<file path="src/rtl/mul_share_sched.sv">
// mul_share_sched: round-robin scheduler sharing one exact 16x16 unsigned
// multiplier between NUM_REQ (2..4) requesters. The granted requester's
// operands drive the combinational multiplier; the product and requester ID
// are captured into a single-entry result buffer with a valid/ready handshake.
// Optional build macro MUL_SHARE_SCHED_CNT_EN adds a 16-bit accept counter
// output op_count.

// Exact combinational 16x16 unsigned multiplier (shift-and-add array).
module exact_16x16_mul (
  input  logic [15:0] a,
  input  logic [15:0] b,
  output logic [31:0] p
);

  logic [31:0] pp [16];

  genvar gi;
  generate
    for (gi = 0; gi < 16; gi++) begin : g_pp
      assign pp[gi] = b[gi] ? ({16'd0, a} << gi) : 32'd0;
    end
  endgenerate

  // Sum all partial products into the full 32-bit product
  always_comb begin
    p = 32'd0;
    for (int i = 0; i < 16; i++) begin
      p = p + pp[i];
    end
  end

endmodule

module mul_share_sched #(
  parameter int NUM_REQ = 4,   // legal range 2..4
  parameter int WIDTH   = 16   // must stay 16 to match the multiplier
) (
  input  logic                     clk,
  input  logic                     rst,
  input  logic [NUM_REQ-1:0]       req_valid,
  output logic [NUM_REQ-1:0]       req_ready,
  input  logic [NUM_REQ*WIDTH-1:0] req_a,
  input  logic [NUM_REQ*WIDTH-1:0] req_b,
  output logic                     res_valid,
  input  logic                     res_ready,
  output logic [2*WIDTH-1:0]       res_p,
  output logic [1:0]               res_id
`ifdef MUL_SHARE_SCHED_CNT_EN
  ,
  output logic [15:0]              op_count
`endif
);

  typedef enum logic {
    IDLE = 1'b0,
    FULL = 1'b1
  } state_t;

  // Registered state
  state_t       state_q,     state_d;
  logic         res_valid_q, res_valid_d;
  logic [31:0]  res_p_q,     res_p_d;
  logic [1:0]   res_id_q,    res_id_d;
  logic [1:0]   rr_ptr_q,    rr_ptr_d;

  // Operands padded to four slots so a 2-bit grant index always fits
  logic [15:0]  op_a_pad [4];
  logic [15:0]  op_b_pad [4];
  logic [3:0]   valid_pad;

  logic         gnt_found;
  logic [1:0]   gnt_idx;
  logic         can_accept;
  logic         accept;
  logic [15:0]  mul_a;
  logic [15:0]  mul_b;
  logic [31:0]  mul_p;

  assign valid_pad = 4'(req_valid);

  genvar gi;
  generate
    for (gi = 0; gi < 4; gi++) begin : g_unpack
      if (gi < NUM_REQ) begin : g_live
        assign op_a_pad[gi] = req_a[WIDTH*gi +: WIDTH];
        assign op_b_pad[gi] = req_b[WIDTH*gi +: WIDTH];
      end else begin : g_absent
        assign op_a_pad[gi] = 16'd0;
        assign op_b_pad[gi] = 16'd0;
      end
    end
  endgenerate

  // Round-robin search starting at rr_ptr, wrapping modulo NUM_REQ
  always_comb begin
    logic [2:0] cand;
    gnt_found = 1'b0;
    gnt_idx   = 2'd0;
    cand      = 3'd0;
    for (int k = 0; k < NUM_REQ; k++) begin
      cand = {1'b0, rr_ptr_q} + 3'(k);
      if (cand >= 3'(NUM_REQ)) begin
        cand = cand - 3'(NUM_REQ);
      end
      if (!gnt_found && valid_pad[cand[1:0]]) begin
        gnt_found = 1'b1;
        gnt_idx   = cand[1:0];
      end
    end
  end

  // Buffer can take a new product if empty or being drained this cycle
  assign can_accept = !res_valid_q || res_ready;
  assign accept     = !rst && can_accept && gnt_found;

  generate
    for (gi = 0; gi < NUM_REQ; gi++) begin : g_ready
      assign req_ready[gi] = accept && (gnt_idx == 2'(gi));
    end
  endgenerate

  assign mul_a = op_a_pad[gnt_idx];
  assign mul_b = op_b_pad[gnt_idx];

  exact_16x16_mul u_mul (
    .a (mul_a),
    .b (mul_b),
    .p (mul_p)
  );

  // Next-state logic for the result buffer FSM and round-robin pointer
  always_comb begin
    state_d     = state_q;
    res_p_d     = res_p_q;
    res_id_d    = res_id_q;
    rr_ptr_d    = rr_ptr_q;

    case (state_q)
      IDLE: begin
        if (accept) begin
          state_d = FULL;
        end
      end
      FULL: begin
        if (res_ready && !accept) begin
          // Drained with nothing to refill; payload keeps last values
          state_d = IDLE;
        end
      end
      default: state_d = IDLE;
    endcase

    // An accept always loads the buffer, including consume-and-refill
    if (accept) begin
      res_p_d  = mul_p;
      res_id_d = gnt_idx;
      rr_ptr_d = (gnt_idx == 2'(NUM_REQ - 1)) ? 2'd0 : gnt_idx + 2'd1;
    end

    res_valid_d = (state_d == FULL);
  end

  // State register with synchronous reset; pending result is dropped
  always_ff @(posedge clk) begin
    if (rst) begin
      state_q     <= IDLE;
      res_valid_q <= 1'b0;
      res_p_q     <= 32'd0;
      res_id_q    <= 2'd0;
      rr_ptr_q    <= 2'd0;
    end else begin
      state_q     <= state_d;
      res_valid_q <= res_valid_d;
      res_p_q     <= res_p_d;
      res_id_q    <= res_id_d;
      rr_ptr_q    <= rr_ptr_d;
    end
  end

  assign res_valid = res_valid_q;
  assign res_p     = res_p_q;
  assign res_id    = res_id_q;

`ifdef MUL_SHARE_SCHED_CNT_EN
  logic [15:0] op_count_q, op_count_d;

  // Count accepted operations; wraps naturally at 16 bits
  always_comb begin
    op_count_d = op_count_q;
    if (accept) begin
      op_count_d = op_count_q + 16'd1;
    end
  end

  // Counter register
  always_ff @(posedge clk) begin
    if (rst) begin
      op_count_q <= 16'd0;
    end else begin
      op_count_q <= op_count_d;
    end
  end

  assign op_count = op_count_q;
`endif

endmodule

</file>
<file path="config.mk">
export PLATFORM = sky130hd
export DESIGN_NAME = mul_share_sched
export DESIGN_NICKNAME = d
export VERILOG_FILES = /design/src/rtl/mul_share_sched.sv
export SDC_FILE = /design/constraint.sdc
export NUM_CORES = 1
export LEC_CHECK = 0
export CAP_MARGIN = 20
export CORE_MARGIN = 2
export CORE_UTILIZATION = 58
export CTS_BUF_LIST = sky130_fd_sc_hd__clkbuf_4
export CTS_CLUSTER_SIZE = 16
export DETAILED_ROUTE_END_ITERATION = 10
export PLACE_DENSITY_LB_ADDON = 0.15
export SETUP_SLACK_MARGIN = 0.05
export SLEW_MARGIN = 40
export SYNTH_ARGS = -nofsm -noshare
export SYNTH_HDL_FRONTEND = slang
export SYNTH_SLANG_ARGS = --single-unit
export TNS_END_PERCENT = 20
</file>
<file path="constraint.sdc">
create_clock -name clk -period 12.45 [get_ports clk]
set_clock_uncertainty 0.05 [all_clocks]
set_input_delay 1.8675 -clock clk [delete_from_list [all_inputs] [get_ports clk]]
set_output_delay 1.8675 -clock clk [all_outputs]
set_load 0.02 [all_outputs]
</file>
[Word level (Yosys, flattened, before mapping)]
Index checks and enable logic that the tools add are counted.
Word-level totals
  flip-flop bits (word level): 37
  input port bits: 135
  word-level logic and storage cells: 105
  output and inout bits: 39
Cells by class
  muxes and demuxes: 46
  reductions and logical operators: 18
  add/sub/neg operators: 23
  equality and inequality tests: 3
  order comparisons: 9
  bitwise gates (word level): 2
Operators with widths (number)
  $add 32x32->32: 7
  $mux 16: 5
  $bmux 16 s2: 2
  $add 32x24->32: 1
  $add 32x25->32: 1
  $add 32x26->32: 1
  $add 32x27->32: 1
  $add 32x28->32: 1
  $add 32x29->32: 1
  $add 32x30->32: 1
  $add 32x31->32: 1
  $mux 31: 1
  $mux 30: 1
  $mux 29: 1
  $mux 28: 1
  $mux 27: 1
  $mux 26: 1
  $mux 25: 1
  $mux 24: 1
  $mux 23: 1
  $mux 22: 1
  $mux 21: 1
  $mux 20: 1
  $mux 19: 1
  21 further kinds: 66

[Longest topological paths before layout]
Gate-level depths: netlist of run 1.
  word-level depth: 34
  depth in mapped cells: 30
  depth with buffers taken out: 26

[Hierarchy]
Synthesis of run 1 repeated with hierarchy kept, for this count alone.
Unflattened totals
  cell total of the unflattened synthesis: 1248
  area, all modules: 10908.0 µm²
Modules (own cells, without submodules)
  exact_16x16_mul: cells an instance 961, area an instance 8277.9 µm², seq. area each 0.0 µm², instances 1
  mul_share_sched: cells an instance 287, area an instance 2630.0 µm², seq. area each 740.7 µm², instances 1

[Least setup slack after synthesis of run 1]
No wires, ideal clock.
  path type: input port to flip-flop
  from: input req_valid[2]
  to: register res_p_q[28], in the netlist res_p[28]
  setup time: 0.079 ns
  required time: 12.321 ns
  path slack: 3.912 ns
  arrival: 8.409 ns
  stages: 30
  buffers on the path: 5
  cells stage by stage: nor2b_1 a21boi_1 o32a_1 buf_6 buf_8 buf_8 mux2i_1 mux2i_1 buf_2 nand2_1 fa_1 inv_1 fa_1 inv_1 fa_1 inv_1 fa_1 fa_1 inv_1 fa_1 inv_1 ha_1 buf_4 nand2_1 or3_1 nor2b_1 a211oi_2 a31oi_1 or4_1 o211ai_1
Between the ends
  longest elaborated chain between the ends: 32
  elaborated cells between the ends (all ways): 61
  classes of those cells: 15 x add/sub; 38 x mux; 1 x bitwise; 7 x reduce/logical
RTL lines
  start: declaration: RTL line 40  | input logic [NUM_REQ-1:0] req_valid,
  $bmux 1 s2: RTL line 105  | if (!gnt_found && valid_pad[cand[1:0]]) begin
  $mux 1 (implied by the code): RTL line 105
  $mux 1: RTL line 105
  $logic_not 1->1: RTL line 105
  $logic_and 1x1->1: RTL line 105
  $mux 1: RTL line 105
  $logic_not 1->1: RTL line 105
  $logic_and 1x1->1: RTL line 105
  [16 not listed]
  $add 32x24->32: RTL line 28  | p = p + pp[i];
  $add 32x25->32: RTL line 28
  $add 32x26->32: RTL line 28
  $add 32x27->32: RTL line 28
  $add 32x28->32: RTL line 28
  $add 32x29->32: RTL line 28
  $add 32x30->32: RTL line 28
  $add 32x31->32: RTL line 28
  end signal: assignment: RTL line 174  | res_p_q <= res_p_d;
  end: declaration: RTL line 62  | logic [31:0] res_p_q, res_p_d;
Several ways; a longest one is shown, not always the timed one. The select of a mux whose other input is x is not followed.
A chain may end at the register's enable or synchronous reset.

[Final worst setup path of run 1]
Ends and elaborated chain as after synthesis.

==> results of run 1 <==
==> sequential cells by signal, summed over array words and instances, names as in the netlist <==
signal,flops
res_id,2
res_p,32
res_valid,1
rr_ptr_q,2
==> stage by stage <==
step | std cells | util (%) | area (µm²)
after global routing | 1627 | 69.4 | 12900
final | 1627 | 69.4 | 12900
after detailed placement | 1619 | 68.9 | 12800
after CTS | 1627 | 69.3 | 12800
after global placement | 1618 | 68.7 | 12700
after floorplan | 1243 | - | 10900
==> final cells by class <==
type	count	area [µm²]	share of cell area, %
clock buffer	6	45.0	0.350
clock inverter	2	38.8	0.302
inverter	207	777	6.04
multi-input combinational	952	9100	70.8
sequential	37	741	5.76
tap	234	293	2.28
timing repair buffer	189	1860	14.5
==> cells in the final DEF, fill, tap and decap left out, drive strengths merged, types with 16 or more instances in the layout <==
master           n
nand2          210
buf             16
inv            207
mux2i           86
fa             198
ha              99
o21ai           17
dfxtp           37
and2            35
mux2            22
a21oi           52
nor2           108
clkdlybuf4s50  173
==> critical path, stage by stage <==
cell and delay, ps:
clkdlybuf4s50_1 510, nor2b_1 180, a21boi_1 190, o32a_2 620, buf_4 540, mux2i_1 220, a21oi_2 680, nand2_1 180
fa_1 580, inv_1 50, fa_1 480, fa_1 570, fa_1 440, fa_1 520, inv_1 50, fa_1 470
inv_1 40, ha_1 390, nand2_1 100, or3_1 390, nor2b_1 150, a211oi_2 350, a31oi_1 190, or4_1 430
o211ai_1 110
==> metal layers <==
metal / vias up / track usage, % / routed length (µm)
met1: 4580 / 37.0 / 10900
met4: 0 / 9.58 / 1040
met3: 75 / 5.50 / 2080
li1: 4203 / - / -
met5: - / 0 / 0
met2: 357 / 49.9 / 14200
==> path summary, 6_finish.rpt <==
check,end,startpoint,cells after the start
worst max-delay path,res_p[28],req_valid[2],25
worst min-delay path,res_p[15],res_p[15],2
worst max register to register,res_p[28],rr_ptr_q[0],24
worst min register to register,res_p[15],res_p[15],2
==> cells by family after synthesis <==
family,Yosys count
adder cells (fa/ha/maj),297
multiplexers,108
AO/OA/AOI/OAI,117
flip-flops,37
AND/OR/NAND/NOR,409
buffers and inverters,254
XOR/XNOR,21
==> report_table.html, run 1 <==
<table>
<tr><th>Metric</th><th>Value</th></tr>
<tr><th colspan="2">Outcome</th></tr>
<tr><td>Result of the run</td><td>finished clean</td></tr>
<tr><th colspan="2">Synth</th></tr>
<tr><td>Number of nets in the synthesized netlist</td><td>roughly 1,700</td></tr>
<tr><td>Combined area of all synthesized cells</td><td>10,900 µm²</td></tr>
<tr><td>Share of synthesized area spent on multiplexers</td><td>between 10% and 20%</td></tr>
<tr><td>Synthesized netlist cell count</td><td>about 1,200</td></tr>
<tr><td>Post-synth top area share</td><td>36.5%</td></tr>
<tr><td>Flip-flop and latch count after synthesis</td><td>37</td></tr>
<tr><td>Post-synthesis share of cell area spent on and, or, nand and nor gates</td><td>16.2%</td></tr>
<tr><td>Cell taking the most area after synthesis</td><td>fa_1</td></tr>
<tr><td>Share of the synthesized area in compound gates (AO/OA/AOI/OAI)</td><td>under 10%</td></tr>
<tr><td>EDFF count, synth</td><td>0</td></tr>
<tr><td>XOR/XNOR Fraction of Synth Area</td><td>1.69%</td></tr>
<tr><td>Top FF cell, synth</td><td>dfxtp_1</td></tr>
<tr><td>Largest cells by area after synthesis</td><td>fa_1 36%, ha_1 11%, nand2_1 7.3%, inv_1 7.2%, dfxtp_1 6.8%</td></tr>
<tr><td>Sequential cell area fraction in the yosys report</td><td>a little under 7%</td></tr>
<tr><td>Adder-cell share of the synthesized area</td><td>47.9%</td></tr>
<tr><td>Number of distinct standard cells referenced by the synthesized netlist</td><td>56</td></tr>
<tr><td>Warnings, synthesis</td><td>0</td></tr>
<tr><td>Async SR Flop Fraction</td><td>0%</td></tr>
<tr><td>Mean instance size in the synthesized netlist</td><td>8.74 µm²</td></tr>
<tr><td>Dominant combinational cell family by area after synthesis</td><td>adder cells</td></tr>
<tr><td>Most frequently used cell type in the post-synthesis netlist</td><td>nand2_1</td></tr>
<tr><td>Synth top cells by count</td><td>210 x nand2_1, 207 x inv_1, 198 x fa_1</td></tr>
<tr><th colspan="2">Timing</th></tr>
<tr><td>Pin slew with the least headroom to its limit</td><td>around 900 ps</td></tr>
<tr><td>Final Critical Period</td><td>between 10,000 and 15,000 ps</td></tr>
<tr><td>Highest clock frequency the design can meet</td><td>98.9 MHz</td></tr>
<tr><td>Setup-violating endpoint count in the final report</td><td>0</td></tr>
<tr><td>Slew Limit Fails</td><td>0</td></tr>
<tr><td>Unrepaired setup endpoints after global routing</td><td>false</td></tr>
<tr><td>Final worst-path setup slack</td><td>2340 ps</td></tr>
<tr><td>Max-slew headroom at the worst pin</td><td>just over 40%</td></tr>
<tr><td>Total negative setup slack</td><td>0 ps</td></tr>
<tr><td>Final number of hold-violating endpoints</td><td>0</td></tr>
<tr><td>Hold WS</td><td>408 ps</td></tr>
<tr><td>Fin crit share</td><td>81.2%</td></tr>
<tr><th colspan="2">Clocking</th></tr>
<tr><td>CTS tree</td><td>done</td></tr>
<tr><td>Setup fix buffers added after clock tree synthesis</td><td>0</td></tr>
<tr><td>Clock insertion delay at the later pin of the skew report</td><td>370 ps</td></tr>
<tr><td>Cts hold-fix bufs</td><td>0</td></tr>
<tr><td>Number of buffers inserted during clock tree synthesis</td><td>5</td></tr>
<tr><td>Clock transition time at the flip-flop clock pins of the worst setup and hold paths</td><td>around 110 ps</td></tr>
<tr><td>Post-cts gate resize count</td><td>0</td></tr>
<tr><td>Level count of the clock H-tree</td><td>2</td></tr>
<tr><td>CTS max path bufs</td><td>2</td></tr>
<tr><td>Root buffer cell</td><td>clkbuf_4</td></tr>
<tr><td>Clock sink total</td><td>37</td></tr>
<tr><th colspan="2">Routing</th></tr>
<tr><td>Violation count after the first detailed-routing iteration</td><td>528</td></tr>
<tr><td>Total wire length</td><td>~28,000 µm</td></tr>
<tr><td>Detail-routed via count per cell</td><td>5.66</td></tr>
<tr><td>DRC violations left</td><td>0</td></tr>
<tr><td>Count of antenna-violating nets left after detailed routing</td><td>0</td></tr>
<tr><td>Avg WL per Cell</td><td>about 17 µm</td></tr>
<tr><td>Router iterations before antenna repair</td><td>6</td></tr>
<tr><td>Total via count in the routed design</td><td>just over 9,000</td></tr>
<tr><th colspan="2">Setup path</th></tr>
<tr><td>Worst endpoint data arrival time</td><td>10,340 ps</td></tr>
<tr><td>Kind of end point of the critical path</td><td>flop</td></tr>
<tr><td>Classification of the worst setup path</td><td>input pin to flop</td></tr>
<tr><td>Element type at the critical path start</td><td>input pin</td></tr>
<tr><td>Top fanout value on the critical path</td><td>31</td></tr>
<tr><td>Req. time, crit path</td><td>between 10,000 and 15,000 ps</td></tr>
<tr><td>Worst reg-to-reg setup slack</td><td>4160 ps</td></tr>
<tr><th colspan="2">Placed design</th></tr>
<tr><td>HPWL after detailed placement</td><td>23,500 µm</td></tr>
<tr><td>Final Wtd Congestion</td><td>0.907</td></tr>
<tr><td>Count of buffers from port buffering</td><td>around 170</td></tr>
<tr><td>Worst slack after detailed placement</td><td>2020 ps</td></tr>
<tr><th colspan="2">Floorplan</th></tr>
<tr><td>Core box area</td><td>18,500 µm²</td></tr>
<tr><td>Boundary pin count</td><td>174</td></tr>
<tr><td>Die H</td><td>141 µm</td></tr>
<tr><td>Area of the die</td><td>19,800 µm²</td></tr>
<tr><td>Number of placement rows</td><td>50</td></tr>
<tr><td>Initial core utilization</td><td>58.7%</td></tr>
<tr><td>Floorplan die width</td><td>roughly 140 µm</td></tr>
<tr><th colspan="2">Cells and area</th></tr>
<tr><td>Fraction of final layout cells with drive strength greater than 1</td><td>between 5 and 6%</td></tr>
<tr><td>Final-layout fill cell count</td><td>1,527</td></tr>
<tr><td>N_diodes</td><td>0</td></tr>
<tr><td>Syn-to-layout area delta</td><td>18.3%</td></tr>
<tr><td>Nets@finish</td><td>1,824</td></tr>
<tr><th colspan="2">Global route</th></tr>
<tr><td>Vias in the first global route</td><td>9,155</td></tr>
<tr><td>Number of antenna violations at the first check in global routing</td><td>0</td></tr>
<tr><td>Gr ovfl total</td><td>0</td></tr>
<tr><td>Largest net degree at the start of global routing</td><td>40</td></tr>
<tr><td>Gr usage total</td><td>29.0%</td></tr>
<tr><td>Wire length of the first global-routing pass</td><td>45,700 µm</td></tr>
<tr><th colspan="2">Hold path</th></tr>
<tr><td>Worst hold path class</td><td>flop to flop</td></tr>
<tr><th colspan="2">Flow run</th></tr>
<tr><td>Maximum capacitance violations</td><td>0</td></tr>
</table>
Power of run 1 is left out: the tool's default activity adds up to more than one toggle a clock period on the data nets, which glitch-free logic cannot reach.
==> inputs of run 2 (changes only) <==
--- a/config.mk
+++ b/config.mk
@@ -7,7 +7,7 @@
 export LEC_CHECK = 0
 export CAP_MARGIN = 20
 export CORE_MARGIN = 2
-export CORE_UTILIZATION = 58
+export CORE_UTILIZATION = 57
 export CTS_BUF_LIST = sky130_fd_sc_hd__clkbuf_4
 export CTS_CLUSTER_SIZE = 16
 export DETAILED_ROUTE_END_ITERATION = 10
==> constraint.sdc (replaced) <==
create_clock -name clk -period 10.1 [get_ports clk]
set_clock_uncertainty 0.05 [all_clocks]
set_input_delay 1.515 -clock clk [delete_from_list [all_inputs] [get_ports clk]]
set_output_delay 1.515 -clock clk [all_outputs]
set_load 0.02 [all_outputs]
==> report_table.html, run 2 (synthesized netlist as in run 1, its figures left out) <==
<table>
<tr><th>Metric</th><th>Value</th></tr>
<tr><th colspan="2">Timing</th></tr>
<tr><td>Final Critical Period</td><td>9110 ps</td></tr>
<tr><td>Setup-violating endpoint count in the final report</td><td>0</td></tr>
<tr><td>Fin crit share</td><td>around nine tenths</td></tr>
<tr><td>Pin slew with the least headroom to its limit</td><td>688 ps</td></tr>
<tr><td>Total negative setup slack</td><td>0 ps</td></tr>
<tr><td>Highest clock frequency the design can meet</td><td>110 MHz</td></tr>
<tr><td>Final number of hold-violating endpoints</td><td>0</td></tr>
<tr><td>Max-slew headroom at the worst pin</td><td>between 50% and 60%</td></tr>
<tr><td>Unrepaired setup endpoints after global routing</td><td>false</td></tr>
<tr><td>Slew Limit Fails</td><td>0</td></tr>
<tr><th colspan="2">Routing</th></tr>
<tr><td>Total wire length</td><td>28,200 µm</td></tr>
<tr><td>Violation count after the first detailed-routing iteration</td><td>537</td></tr>
<tr><td>Router iterations before antenna repair</td><td>7</td></tr>
<tr><td>Count of antenna-violating nets left after detailed routing</td><td>0</td></tr>
<tr><td>Avg WL per Cell</td><td>17.2 µm</td></tr>
<tr><td>Total via count in the routed design</td><td>9,158</td></tr>
<tr><td>DRC violations left</td><td>0</td></tr>
<tr><td>Detail-routed via count per cell</td><td>around 5.6</td></tr>
<tr><th colspan="2">Clocking</th></tr>
<tr><td>Clock insertion delay at the later pin of the skew report</td><td>380 ps</td></tr>
<tr><td>CTS tree</td><td>done</td></tr>
<tr><td>Post-cts gate resize count</td><td>0</td></tr>
<tr><td>Cts hold-fix bufs</td><td>0</td></tr>
<tr><td>Number of buffers inserted during clock tree synthesis</td><td>5</td></tr>
<tr><td>Level count of the clock H-tree</td><td>2</td></tr>
<tr><td>Clock sink total</td><td>37</td></tr>
<tr><td>Root buffer cell</td><td>clkbuf_4</td></tr>
<tr><td>CTS max path bufs</td><td>2</td></tr>
<tr><td>Setup fix buffers added after clock tree synthesis</td><td>0</td></tr>
<tr><td>Clock transition time at the flip-flop clock pins of the worst setup and hold paths</td><td>~130 ps</td></tr>
<tr><th colspan="2">Setup path</th></tr>
<tr><td>Crit Reg-Reg Startpoint</td><td>rr_ptr_q[0]</td></tr>
<tr><td>Element type at the critical path start</td><td>input pin</td></tr>
<tr><td>Worst reg-to-reg setup slack</td><td>2350 ps</td></tr>
<tr><td>Kind of end point of the critical path</td><td>flop</td></tr>
<tr><td>Req. time, crit path</td><td>between 10,000 and 15,000 ps</td></tr>
<tr><td>Worst r2r path cells</td><td>26</td></tr>
<tr><td>End of the worst register-to-register path</td><td>res_p[28]</td></tr>
<tr><td>Classification of the worst setup path</td><td>input pin to flop</td></tr>
<tr><td>Top fanout value on the critical path</td><td>34</td></tr>
<tr><td>Worst endpoint data arrival time</td><td>9370 ps</td></tr>
<tr><th colspan="2">Floorplan</th></tr>
<tr><td>Core box area</td><td>18,700 µm²</td></tr>
<tr><td>Initial core utilization</td><td>58.1%</td></tr>
<tr><td>Number of placement rows</td><td>50</td></tr>
<tr><td>Floorplan die width</td><td>142 µm</td></tr>
<tr><td>Die H</td><td>142 µm</td></tr>
<tr><td>Area of the die</td><td>20,200 µm²</td></tr>
<tr><td>Boundary pin count</td><td>~170</td></tr>
<tr><th colspan="2">Cells and area</th></tr>
<tr><td>Fraction of final layout cells with drive strength greater than 1</td><td>6.30%</td></tr>
<tr><td>Most common cell after layout, fill and taps aside</td><td>nand2_1</td></tr>
<tr><td>Most frequent cells in the layout</td><td>210 x nand2_1, 207 x inv_1, 198 x fa_1</td></tr>
<tr><td>Nets@finish</td><td>1,843</td></tr>
<tr><td>Syn-to-layout area delta</td><td>19.6%</td></tr>
<tr><td>Largest register FFs</td><td>32</td></tr>
<tr><td>Final-layout fill cell count</td><td>1,567</td></tr>
<tr><td>N_diodes</td><td>0</td></tr>
<tr><th colspan="2">Outcome</th></tr>
<tr><td>Result of the run</td><td>finished clean</td></tr>
<tr><th colspan="2">Global route</th></tr>
<tr><td>Gr ovfl total</td><td>0</td></tr>
<tr><td>Wire length of the first global-routing pass</td><td>around 45,000 µm</td></tr>
<tr><td>Number of antenna violations at the first check in global routing</td><td>0</td></tr>
<tr><td>Gr usage total</td><td>~29%</td></tr>
<tr><td>Vias in the first global route</td><td>9,155</td></tr>
<tr><td>Largest net degree at the start of global routing</td><td>40</td></tr>
<tr><th colspan="2">Hold path</th></tr>
<tr><td>Worst Hold Path Cells</td><td>2</td></tr>
<tr><td>Worst hold path class</td><td>flop to flop</td></tr>
<tr><td>Source of the worst hold timing path</td><td>res_p[25]</td></tr>
<tr><td>Worst Hold Path EP</td><td>res_p[25]</td></tr>
<tr><th colspan="2">Placed design</th></tr>
<tr><td>Final Wtd Congestion</td><td>0.978</td></tr>
<tr><td>Count of buffers from port buffering</td><td>173</td></tr>
<tr><td>HPWL after detailed placement</td><td>24,100 µm</td></tr>
<tr><th colspan="2">Flow run</th></tr>
<tr><td>Maximum capacitance violations</td><td>0</td></tr>
</table>
==> run 2: how the worst max path moves through the flow <==
| stage | depth (start not counted) | end | start |
|---|---|---|---|
| 3_3_place_gp | 25 | res_p[28] | req_valid[2] |
| 5_1_grt | 25 | res_p[28] | req_valid[2] |
| 3_5_place_dp | 25 | res_p[28] | req_valid[2] |
| 6_report | 25 | res_p[28] | req_valid[2] |
| 4_1_cts | 25 | res_p[28] | req_valid[2] |
| 2_1_floorplan | 30 | res_p[28] | req_valid[2] |
==> run 2: worst max-delay path, cell delays in order <==
cell	delay (ps)
clkdlybuf4s50_1	500
nor2b_1	170
a21boi_1	170
o32a_2	580
buf_12	310
mux2i_1	130
a21oi_2	490
nand2_1	190
fa_1	580
inv_1	60
fa_1	490
fa_1	480
fa_1	500
fa_1	500
inv_1	50
fa_1	490
inv_1	50
ha_1	390
nand2_1	100
or3_1	380
nor2b_1	150
a211oi_2	300
a31oi_1	200
or4_1	430
o211ai_1	110
==> run 2: layer usage <==
metal  part of all wire (%)  GRT usage (%)  wire, µm  up-vias
met5                      0              0         0        -
met1                     38           36.2     10600     4512
li1                       -              -         -     4242
met4                    3.8           10.1      1060        0
met3                    6.8           4.78      1920       78
met2                     52           49.5     14600      326
==> run 2: area by class of cell <==
type / count / area [µm²] / share of cell area, %
clock inverter: 3 / 41.3 / 0.318
timing repair buffer: 208 / 2030 / 15.6
inverter: 207 / 777 / 5.98
tap: 234 / 293 / 2.25
sequential: 37 / 741 / 5.70
clock buffer: 5 / 37.5 / 0.289
multi-input combinational: 952 / 9070 / 69.8
==> run 2: metrics by stage <==
| step | cells | area (µm²) | setup slack (ps) | utilization, % | hold slack [ps] |
|---|---|---|---|---|---|
| after floorplan | 1243 | 10900 | 1910 | - | 422 |
| after global placement | 1638 | 12900 | 831 | 69.0 | 389 |
| after detailed placement | 1638 | 12900 | 640 | 69.0 | 394 |
| after CTS | 1646 | 13000 | 1040 | 69.5 | 410 |
| after global routing | 1646 | 13000 | 605 | 69.5 | 435 |
| final | 1646 | 13000 | 993 | 69.5 | 406 |
Power of run 2 is left out for the same reason.
